===== src/rtl/fetch_pkg.sv =====
`default_nettype none
// ============================================================================
// Module      : fetch_pkg
// Description : Shared constants, state encodings and entry type for the
//               instruction fetch stage.
// Revision    : 1.0 - initial release
// ============================================================================
package fetch_pkg;

    localparam logic [31:0] RESET_VECTOR_DEFAULT = 32'h0000_0000;

    // exception_out is EX_WIDTH+1 bits wide
    localparam int EX_WIDTH = 3;

    localparam logic [EX_WIDTH:0] EX_INSTR_MISALIGNED   = 4'd0;
    localparam logic [EX_WIDTH:0] EX_INSTR_ACCESS_FAULT = 4'd1;
    localparam logic [EX_WIDTH:0] EX_ILLEGAL_INSTR      = 4'd2;

    localparam logic [31:0] NOP_INSTR = 32'h0000_0013;

    localparam int STATE_W = 3;

    localparam logic [STATE_W-1:0] S_IDLE = 3'd0;
    localparam logic [STATE_W-1:0] S_REQ  = 3'd1;
    localparam logic [STATE_W-1:0] S_WAIT = 3'd2;
    localparam logic [STATE_W-1:0] S_HOLD = 3'd3;
    localparam logic [STATE_W-1:0] S_HALT = 3'd4;

    typedef struct packed {
        logic [31:0]       pc;
        logic [31:0]       instr;
        logic [EX_WIDTH:0] exc;
        logic              exc_valid;
    } fetch_entry_t;

    function automatic fetch_entry_t make_entry(
        input logic [31:0]       pc,
        input logic [31:0]       instr,
        input logic [EX_WIDTH:0] exc,
        input logic              exc_valid
    );
        fetch_entry_t e;
        e.pc        = pc;
        e.instr     = instr;
        e.exc       = exc;
        e.exc_valid = exc_valid;
        return e;
    endfunction

    function automatic logic [31:0] seq_pc(input logic [31:0] pc);
        return pc + 32'd4;
    endfunction

endpackage
`default_nettype wire


===== src/rtl/fetch_if.sv =====
`default_nettype none
// ============================================================================
// Module      : fetch_if
// Description : Instruction memory request/response bundle between the fetch
//               stage (master) and instruction memory (slave).
// Revision    : 1.0 - initial release
// ============================================================================
interface fetch_if;

    logic        imem_req_valid;
    logic        imem_req_ready;
    logic [31:0] imem_req_addr;
    logic        imem_resp_valid;
    logic [31:0] imem_resp_data;
    logic        imem_resp_error;

    modport master (
        output imem_req_valid,
        output imem_req_addr,
        input  imem_req_ready,
        input  imem_resp_valid,
        input  imem_resp_data,
        input  imem_resp_error
    );

    modport slave (
        input  imem_req_valid,
        input  imem_req_addr,
        output imem_req_ready,
        output imem_resp_valid,
        output imem_resp_data,
        output imem_resp_error
    );

endinterface
`default_nettype wire


===== src/rtl/fetch.sv =====
`default_nettype none
// ============================================================================
// Module      : fetch
// Description : Instruction fetch stage - owns the PC, keeps one request in
//               flight and presents {PC, instr, exception, valid} to decode.
// Revision    : 1.0 - initial release
// ============================================================================
module fetch
    import fetch_pkg::*;
#(
    parameter logic [31:0] RESET_VECTOR = RESET_VECTOR_DEFAULT
) (
    input  logic              clk,
    input  logic              reset,

    fetch_if.master           imem,

    input  logic              redirect_valid,
    input  logic [31:0]       redirect_pc,
    input  logic              stall,
    input  logic              flush,

    output logic [31:0]       PC_out,
    output logic [31:0]       instr_out,
    output logic [EX_WIDTH:0] exception_out,
    output logic              exception_out_valid,
    output logic              pipeline_out_valid
);

    logic [STATE_W-1:0] r_state;
    logic [31:0]        r_pc;
    logic               r_drop;
    logic               r_hold_valid;
    fetch_entry_t       r_hold;

    logic               w_misaligned;
    logic               w_req_fire;
    fetch_entry_t       w_entry;
    logic               w_entry_valid;
    logic               w_from_hold;
    logic               w_accept;
    logic               w_deliver;
    logic               w_park;
    logic [STATE_W-1:0] w_after;
    logic [STATE_W-1:0] w_state_next;
    logic               w_drop_next;

    // A misaligned PC never reaches memory; it turns into an exception entry.
    assign w_misaligned        = (r_pc[1:0] != 2'b00);
    assign imem.imem_req_valid = (r_state == S_REQ) && !w_misaligned;
    assign imem.imem_req_addr  = r_pc;
    assign w_req_fire          = imem.imem_req_valid && imem.imem_req_ready;

    always_comb begin
        w_entry       = make_entry(r_pc, NOP_INSTR, '0, 1'b0);
        w_entry_valid = 1'b0;
        w_from_hold   = 1'b0;
        case (r_state)
            S_REQ: begin
                if (w_misaligned) begin
                    w_entry_valid     = 1'b1;
                    w_entry.exc       = EX_INSTR_MISALIGNED;
                    w_entry.exc_valid = 1'b1;
                end
            end
            S_WAIT: begin
                if (imem.imem_resp_valid && !r_drop) begin
                    w_entry_valid = 1'b1;
                    if (imem.imem_resp_error) begin
                        w_entry.exc       = EX_INSTR_ACCESS_FAULT;
                        w_entry.exc_valid = 1'b1;
                    end else begin
                        w_entry.instr = imem.imem_resp_data;
                    end
                end
            end
            S_HOLD: begin
                w_entry       = r_hold;
                w_entry_valid = r_hold_valid;
                w_from_hold   = 1'b1;
            end
            default: ;
        endcase
    end

    // Redirect and flush both kill whatever entry was built this cycle.
    assign w_accept  = w_entry_valid && !redirect_valid && !flush;
    assign w_deliver = w_accept && !stall;
    assign w_park    = w_accept && stall && !w_from_hold;
    assign w_after   = w_entry.exc_valid ? S_HALT : S_REQ;

    always_comb begin
        w_state_next = r_state;
        w_drop_next  = r_drop;
        if (redirect_valid) begin
            // A request already accepted will still answer; swallow that answer.
            if (((r_state == S_WAIT) && !imem.imem_resp_valid) || w_req_fire) begin
                w_drop_next  = 1'b1;
                w_state_next = S_WAIT;
            end else begin
                w_drop_next  = 1'b0;
                w_state_next = S_REQ;
            end
        end else begin
            case (r_state)
                S_IDLE: w_state_next = S_REQ;
                S_REQ: begin
                    if (w_deliver) begin
                        w_state_next = w_after;
                    end else if (w_park) begin
                        w_state_next = S_HOLD;
                    end else if (w_req_fire) begin
                        w_state_next = S_WAIT;
                    end
                end
                S_WAIT: begin
                    if (imem.imem_resp_valid) begin
                        w_drop_next = 1'b0;
                        if (w_deliver) begin
                            w_state_next = w_after;
                        end else if (w_park) begin
                            w_state_next = S_HOLD;
                        end else begin
                            w_state_next = S_REQ;
                        end
                    end
                end
                S_HOLD: begin
                    if (flush || !r_hold_valid) begin
                        w_state_next = S_REQ;
                    end else if (w_deliver) begin
                        w_state_next = w_after;
                    end
                end
                S_HALT:  w_state_next = S_HALT;
                default: w_state_next = S_IDLE;
            endcase
        end
    end

    always_ff @(posedge clk) begin
        if (reset) begin
            r_state             <= S_IDLE;
            r_pc                <= RESET_VECTOR;
            r_drop              <= 1'b0;
            r_hold_valid        <= 1'b0;
            r_hold              <= '0;
            PC_out              <= 32'h0000_0000;
            instr_out           <= NOP_INSTR;
            exception_out       <= '0;
            exception_out_valid <= 1'b0;
            pipeline_out_valid  <= 1'b0;
        end else begin
            r_state <= w_state_next;
            r_drop  <= w_drop_next;

            // PC only advances once its entry has actually reached decode.
            if (redirect_valid) begin
                r_pc <= redirect_pc;
            end else if (w_deliver) begin
                r_pc <= seq_pc(r_pc);
            end

            if (redirect_valid || flush) begin
                r_hold_valid <= 1'b0;
            end else if (w_park) begin
                r_hold_valid <= 1'b1;
                r_hold       <= w_entry;
            end else if (w_deliver && w_from_hold) begin
                r_hold_valid <= 1'b0;
            end

            if (flush) begin
                pipeline_out_valid  <= 1'b0;
                exception_out_valid <= 1'b0;
            end else if (!stall) begin
                if (w_deliver) begin
                    PC_out              <= w_entry.pc;
                    instr_out           <= w_entry.instr;
                    exception_out       <= w_entry.exc;
                    exception_out_valid <= w_entry.exc_valid;
                    pipeline_out_valid  <= 1'b1;
                end else begin
                    pipeline_out_valid  <= 1'b0;
                    exception_out_valid <= 1'b0;
                end
            end
        end
    end

endmodule
`default_nettype wire

===== src/flat_wrapper.sv =====
// flat-port wrapper written by rule: the top's interface ports become plain ports
module fetch_flat import fetch_pkg::*;
#(
    parameter logic [31:0] RESET_VECTOR = RESET_VECTOR_DEFAULT
)
  (clk, reset, redirect_valid, redirect_pc, stall, flush, PC_out, instr_out, exception_out, exception_out_valid, pipeline_out_valid, imem_imem_req_valid, imem_imem_req_addr, imem_imem_req_ready, imem_imem_resp_valid, imem_imem_resp_data, imem_imem_resp_error);
  fetch_if imem_i ();
  input  logic clk;
  input  logic reset;
  input  logic redirect_valid;
  input  logic [31:0] redirect_pc;
  input  logic stall;
  input  logic flush;
  output logic [31:0] PC_out;
  output logic [31:0] instr_out;
  output logic [EX_WIDTH:0] exception_out;
  output logic exception_out_valid;
  output logic pipeline_out_valid;
  output wire logic [$bits(imem_i.imem_req_valid)-1:0] imem_imem_req_valid;
  output wire logic [$bits(imem_i.imem_req_addr)-1:0] imem_imem_req_addr;
  input wire logic [$bits(imem_i.imem_req_ready)-1:0] imem_imem_req_ready;
  input wire logic [$bits(imem_i.imem_resp_valid)-1:0] imem_imem_resp_valid;
  input wire logic [$bits(imem_i.imem_resp_data)-1:0] imem_imem_resp_data;
  input wire logic [$bits(imem_i.imem_resp_error)-1:0] imem_imem_resp_error;
  assign imem_imem_req_valid = imem_i.imem_req_valid;
  assign imem_imem_req_addr = imem_i.imem_req_addr;
  assign imem_i.imem_req_ready = imem_imem_req_ready;
  assign imem_i.imem_resp_valid = imem_imem_resp_valid;
  assign imem_i.imem_resp_data = imem_imem_resp_data;
  assign imem_i.imem_resp_error = imem_imem_resp_error;
  fetch #(.RESET_VECTOR(RESET_VECTOR)) u_core (.clk(clk), .reset(reset), .imem(imem_i), .redirect_valid(redirect_valid), .redirect_pc(redirect_pc), .stall(stall), .flush(flush), .PC_out(PC_out), .instr_out(instr_out), .exception_out(exception_out), .exception_out_valid(exception_out_valid), .pipeline_out_valid(pipeline_out_valid));
endmodule

===== config.mk =====
export PLATFORM = sky130hd
export DESIGN_NAME = fetch_flat
export DESIGN_NICKNAME = d
export VERILOG_FILES = /design/src/rtl/fetch_pkg.sv /design/src/rtl/fetch_if.sv /design/src/rtl/fetch.sv /design/src/flat_wrapper.sv
export SDC_FILE = /design/constraint.sdc
export NUM_CORES = 1
export LEC_CHECK = 0
export ABC_AREA = 1
export CORE_AREA = 2 2 166 168
export DETAILED_ROUTE_END_ITERATION = 16
export DIE_AREA = 0 0 168 170
export PLACE_DENSITY_LB_ADDON = 0.15
export SYNTH_ARGS = -nofsm -noshare
export SYNTH_HDL_FRONTEND = slang
export SYNTH_SLANG_ARGS = --single-unit
export TNS_END_PERCENT = 5

===== constraint.sdc =====
create_clock -name clk -period 1.9 [get_ports clk]
set_input_delay 0.475 -clock clk [delete_from_list [all_inputs] [get_ports clk]]
set_output_delay 0.475 -clock clk [all_outputs]
set_load 0.01 [all_outputs]

==> impl_metrics.tcl, run 1 <==
set metrics [dict create \
    outcome "finished, violations left" \
    violations "setup timing" \
    row_count 60 \
    drt_iter0_drc 469 \
    io_buffers 174 \
    h-tree-depth 4 \
    fmax_ghz 0.5247 \
    cp_data_required_time_ns 2.23 \
    syn_inst 1160 \
    r2r_setup_slack_ns -0.006 \
    detailed_place_hpwl_microns 19640 \
    p_int_uw 6265 \
    synth_nets 1233 \
    clock_latency_ns 0.44 \
    pwr-share-clk_pct 42.4 \
    drive_gt1_share_pct 12.71 \
    fin_skew_ns 0.01465 \
    cts_tree "done" \
    cts_buffers 17 \
    rsz0062_at_grt "yes" \
    antenna_found_initial 0 \
    grt_pass1_wl_microns 42500 \
    fin_setup_tns_ns -0.006017 \
    fin_crit_ns 1.906 \
    core_sq_um 26650 \
    relSlewSlack_pct 68.84 \
    finalSetupViolations 1 \
    switching_power_uw 2313 \
    place_congestion 0.8667 \
    power_density_nw_per_um2 745.9 \
    floorplan.initialDensity_pct 29.91 \
    grt_pass1_vias 7950 \
    min_period_over_period_pct 100.3 \
    p_leak_uw 0.004298 \
    reg2reg_from "u_core.r_state[0]$_SDFFE_PP0P_" \
    switching_share_pct 26.97 \
    wl_per_cell_microns 15.64 \
    hp-start "u_core.r_hold[12]$_SDFFE_PP0P_" \
    worstMarginPinSlew_ns 0.4626 \
    synth-seq-cells 176 \
    clk_pin_slew_worst_paths_ns 0.07 \
    clock_sinks 176 \
    clock-root-buffer "clkbuf_16" \
    vdd_ir_drop_max_uv 373.7 \
    startpoint_type "flip-flop" \
    synth_area_sq_um 7970 \
    hold_depth 2 \
    die_w_microns 168 \
    nNetsFinal 1454 \
    crit_type "reg -> reg" \
    seqPwrFrac_pct 44.5 \
    cp_max_fo 18 \
    max-cap-violations 0 \
    syn_to_final_growth_pct 44.29 \
    final_max_slew_viol_count 0 \
    fin_ws_ns -0.006017 \
    drtPass1Iterations 4 \
    hold_viol 0 \
    yosys_warnings 0 \
    finalPower_uw 8578 \
    cp_data_arrival_time_ns 2.24 \
    wl_microns 27120 \
    hp-class "reg -> reg" \
    gr-usage-all-layers_pct 18.92 \
    grt_max_degree 88 \
    grt.overflow.total 0 \
    p_comb_share_pct 13.1 \
    cp-end-kind "flip-flop" \
    vias_per_cell 4.710 \
    yosysSeqAreaShare_pct 44.21 \
    die_area_sq_um 28560 \
    num_vias 8168 \
    r2r-end "u_core.imem.imem_req_addr[12]$_SDFFE_PP0N_" \
    clockBufferDepth 2 \
    synth.avg_cell_area_sq_um 6.871 \
    route.detailed.drc 0 \
    insertedDiodeCount 0 \
    die_y_microns 170 \
    whs_endpoint "u_core.r_hold[12]$_SDFFE_PP0P_" \
    holdWs_ns 0.4446 \
    ant_nets 0 \
    num_io_pins 175 \
    synth_cell_types 33 \
    reg2regPathDepth 11 \
]
critical path, cell delays in order, from the launching register on:
cell and delay [ns]:
dfxtp_1 0.35, buf_4 0.14, inv_2 0.05, nor2_1 0.09, nand3_1 0.16, nand3_4 0.16
nand3_4 0.15, inv_2 0.13, buf_12 0.17, buf_4 0.15, nand2_1 0.05, a31oi_1 0.19
cell type report:
class                           count  area, sq um
Multi-Input combinational cell    804         3807
Timing Repair Buffer              273         2711
Tap cell                          341        426.7
Fill cell                        2811        15150
Inverter                          109        414.1
Sequential cell                   176         3551
Clock buffer                       19        442.9
Clock inverter                     12        146.4
power by group through the flow:
stage | combinational (uW) | sequential [uW] | clock [uW]
after floorplan | 462 | 3920 | 0
after global placement | 1080 | 3900 | 0
after detailed placement | 1080 | 3900 | 0
after CTS | 1080 | 3820 | 3720
after global routing | 1230 | 3830 | 3860
final | 1120 | 3820 | 3640
per-stage QoR:
step	setup WS (ns)	instances	cell area (sq um)	util, %
after global routing	-0.1119	1734	11500	43.15
after floorplan	0.07742	1160	7970	-
after detailed placement	-0.3983	1698	10730	40.26
after global placement	-0.3871	1698	10730	40.26
after CTS	-0.05966	1729	11340	42.55
final	-0.006017	1734	11500	43.15
placed cells by master, fill, tap and decap left out, types with 2 or more instances in the layout:
cell	count
buf_4	80
nor3_2	2
nor2_1	40
dfxtp_2	13
nor4_1	2
buf_6	2
nand2_1	359
nand3_1	58
xor2_1	21
dfxtp_4	3
nor2_2	6
nor3_1	9
o221ai_1	3
clkbuf_16	17
bufinv_16	2
inv_2	7
clkinvlp_4	4
nand4_1	7
clkinv_1	2
o211ai_1	12
a31oi_1	11
o21ai_0	95
nor2_4	3
nand2_4	2
a21oi_1	145
dlygate4sd2_1	13
dlymetal6s2s_1	5
nand3_4	3
o22ai_1	4
dfxtp_1	160
inv_6	5
o21ai_1	12
buf_12	18
clkdlybuf4s50_1	154
inv_1	98
cell usage after synthesis, drive strengths merged:
cell,instances,share of area [%]
nand2,362,17
dfxtp,176,44
a21oi,146,9.3
o21ai,108,6.8
inv,106,5.0
nand3,62,4.2
nor2,49,2.4
clkbuf,37,1.7
buf,34,2.2
xor2,21,2.3
o211ai,12,1.1
a31oi,11,0.86
nor3,11,0.69
nand4,7,0.55
o22ai,4,0.31
clkinv,3,0.14
o221ai,3,0.33
nor4,2,0.16
ha,1,0.16
nor3b,1,0.094
o31ai,1,0.094
o32a,1,0.13
o32ai,1,0.11
or2,1,0.079
how the worst max path moves through the flow:
stage | from | depth (start not counted) | to
5_1_grt | u_core.r_state[0]$_SDFFE_PP0P_ | 13 | u_core.imem.imem_req_addr[21]$_SDFFE_PP0N_
2_1_floorplan | u_core.imem.imem_req_addr[3]$_SDFFE_PP0N_ | 11 | u_core.imem.imem_req_addr[24]$_SDFFE_PP0N_
3_3_place_gp | imem_imem_resp_valid | 11 | u_core.imem.imem_req_addr[12]$_SDFFE_PP0N_
6_report | u_core.r_state[0]$_SDFFE_PP0P_ | 11 | u_core.imem.imem_req_addr[12]$_SDFFE_PP0N_
4_1_cts | u_core.imem.imem_req_addr[13]$_SDFFE_PP0N_ | 2 | imem_imem_req_addr[13]
3_5_place_dp | imem_imem_resp_valid | 11 | u_core.imem.imem_req_addr[12]$_SDFFE_PP0N_
sequential cells by signal, indices dropped and copies added, names as in the netlist, 3 cells and up:
signal                     flops
u_core.imem.imem_req_addr     32
u_core.exception_out           4
u_core.instr_out              32
u_core.PC_out                 32
u_core.r_state                 3
u_core.r_hold                 69
timing repair:
action                                  CTS  global route
setup buffers                             0             5
gates resized for setup                  36            39
endpoints found under the setup margin   53           162
hold buffers                              0             0
pin swaps                                 0             4
logic make-up after synthesis:
kind of cell | synth area share [%]
AOI/OAI and AO/OA | 19.06
xor gates and xnor gates | 2.308
adders and majority gates | 0.1570
buffers and inverters | 9.042
DFF | 44.21
and+or+nand+nor | 25.23
routing by layer:
metal	wire [microns]	track usage [%]	vias to the layer above	part of all wire [%]
met2	13660	34.41	175	50
met3	919	2.791	31	3.4
met5	0	0	-	0
met1	11940	22.73	3747	44
met4	597	6.654	0	2.2
li1	-	-	4215	-
No activity file was read; power rests on OpenSTA's default activity.
==> run 2: changes to the inputs <==
--- a/config.mk
+++ b/config.mk
@@ -7,6 +7,7 @@
 export LEC_CHECK = 0
 export ABC_AREA = 1
 export CORE_AREA = 2 2 166 168
+export CTS_BUF_LIST = sky130_fd_sc_hd__clkbuf_4
 export DETAILED_ROUTE_END_ITERATION = 16
 export DIE_AREA = 0 0 168 170
 export PLACE_DENSITY_LB_ADDON = 0.15
==> impl_metrics.tcl, run 2 (same netlist as run 1, synthesis figures left out) <==
set metrics [dict create \
    outcome "finished, violations left" \
    violations "setup timing" \
    core_sq_um 26650 \
    num_io_pins 175 \
    rsz0062_at_grt "yes" \
    crit_type "reg -> out" \
    gr-usage-all-layers_pct 18.89 \
    place_congestion 0.8667 \
    fin_crit_ns 1.943 \
    hp-start "reset" \
    final_cell_mix "358 x nand2_1, 144 x a21oi_1, 133 x dfxtp_1" \
    drive_gt1_share_pct 14.40 \
    cts_tree "done" \
    cp_data_arrival_time_ns 1.47 \
    top_register "u_core.r_hold" \
    wl_microns 26970 \
    route.detailed.drc 0 \
    startpoint_type "flip-flop" \
    place_area_sq_um 10730 \
    fmax_ghz 0.5147 \
    fin_ws_ns -0.04301 \
    clock-root-buffer "clkbuf_4" \
    grt_pass1_vias 7909 \
    r2r-end "u_core.imem.imem_req_addr[12]$_SDFFE_PP0N_" \
    drtPass1Iterations 5 \
    reg2reg_from "u_core.r_state[0]$_SDFFE_PP0P_" \
    relSlewSlack_pct 70.17 \
    worstMarginPinSlew_ns 0.4428 \
    row_count 60 \
    grt.overflow.total 0 \
    ant_nets 0 \
    grt_max_degree 88 \
    antenna_found_initial 1 \
    endpoint "imem_imem_req_valid" \
    r2r_setup_slack_ns -0.02 \
    clk_pin_slew_worst_paths_ns 0.17 \
    finalSetupViolations 2 \
    reg2regPathDepth 11 \
    clock_sinks 176 \
    num_vias 8206 \
    wl_per_cell_microns 15.52 \
    die_w_microns 168 \
    layout_commonest_cell "nand2_1" \
    io_buffers 174 \
    detailed_place_hpwl_microns 19640 \
    floorplan.initialDensity_pct 29.91 \
    cts_hold_buf 0 \
    clock_latency_ns 0.58 \
    cp_max_fo 3 \
    hold_viol 0 \
    h-tree-depth 4 \
    final_max_slew_viol_count 0 \
    vias_per_cell 4.722 \
    cts_buffers 17 \
    p_leak_uw 0.004488 \
    cp-end-kind "primary output" \
    clockBufferDepth 2 \
    hp-class "in -> reg" \
    die_y_microns 170 \
    cp_data_required_time_ns 1.42 \
    power_density_nw_per_um2 647.0 \
    syn_to_final_growth_pct 39.53 \
    drt_iter0_drc 475 \
    largest_reg_flops 69 \
    fin_skew_ns 0.02770 \
    grt_pass1_wl_microns 42430 \
    fin_area_sq_um 11120 \
    vdd_ir_drop_max_uv 315.6 \
    nNetsFinal 1457 \
    final_core_util_pct 41.73 \
    finalPower_uw 7195 \
    cp-startpoint "u_core.r_state[1]$_SDFFE_PP0P_" \
    min_period_over_period_pct 102.3 \
    die_area_sq_um 28560 \
    max-cap-violations 0 \
]
[run 2: worst min path at each step]
stage,to,slack [ns],depth (start not counted)
after floorplan,u_core.r_hold[10]$_SDFFE_PP0P_,0.42,2
after global placement,u_core.r_hold[29]$_SDFFE_PP0P_,0.43,2
after detailed placement,u_core.r_hold[23]$_SDFFE_PP0P_,0.44,2
after CTS,u_core.imem.imem_req_addr[0]$_SDFFE_PP0P_,0.26,4
after global routing,u_core.imem.imem_req_addr[0]$_SDFFE_PP0P_,0.25,4
final,u_core.imem.imem_req_addr[0]$_SDFFE_PP0P_,0.29,4
[run 2: critical path, cell delays in order, from the launching register on]
cell and delay, ns:
dfxtp_2 0.36, inv_2 0.08, nand3_4 0.11, nor2_4 0.11, clkdlybuf4s15_2 0.23
[run 2: per-layer routing]
layer | vias to the layer above | share of wire [%] | track usage (%)
li1 | 4223 | - | -
met1 | 3786 | 44 | 22.68
met2 | 169 | 51 | 34.37
met3 | 28 | 3.6 | 3.302
met4 | 0 | 2.2 | 5.784
met5 | - | 0 | 0
[run 2: area by class of cell]
class                           instances  area (sq um)
Fill cell                            2897         15530
Multi-Input combinational cell        804          3777
Sequential cell                       176          3610
Timing Repair Buffer                  276          2601
Tap cell                              341         426.7
Inverter                              109         417.9
Clock inverter                         13         150.1
Clock buffer                           18         135.1
Antenna cell                            1         2.502
[run 2: through the flow]
step	hold slack (ns)	setup TNS [ns]	std cells	setup slack, ns
floorplan	0.4245	0	1160	0.07742
global placement	0.4315	-47.31	1698	-0.3871
detailed placement	0.4369	-52.59	1698	-0.3983
CTS	0.2618	-0.3793	1733	-0.1727
global route	0.2523	-5.839	1738	-0.1717
finish	0.2947	-0.05859	1738	-0.04301
[run 2: repair_timing]
item                       in CTS  in global routing
setup endpoints to repair     132                161
pin swaps                       0                  3
setup buffers                   4                  4
resized for setup             160                 25
[run 2: power by group]
part	leakage, uW	switching, uW	internal (uW)	total [uW]
Clock	0.000146	1460	816	2280
Combinational	0.00290	618	485	1100
Sequential	0.00145	53.8	3760	3810
Total	0.00449	2130	5060	7200
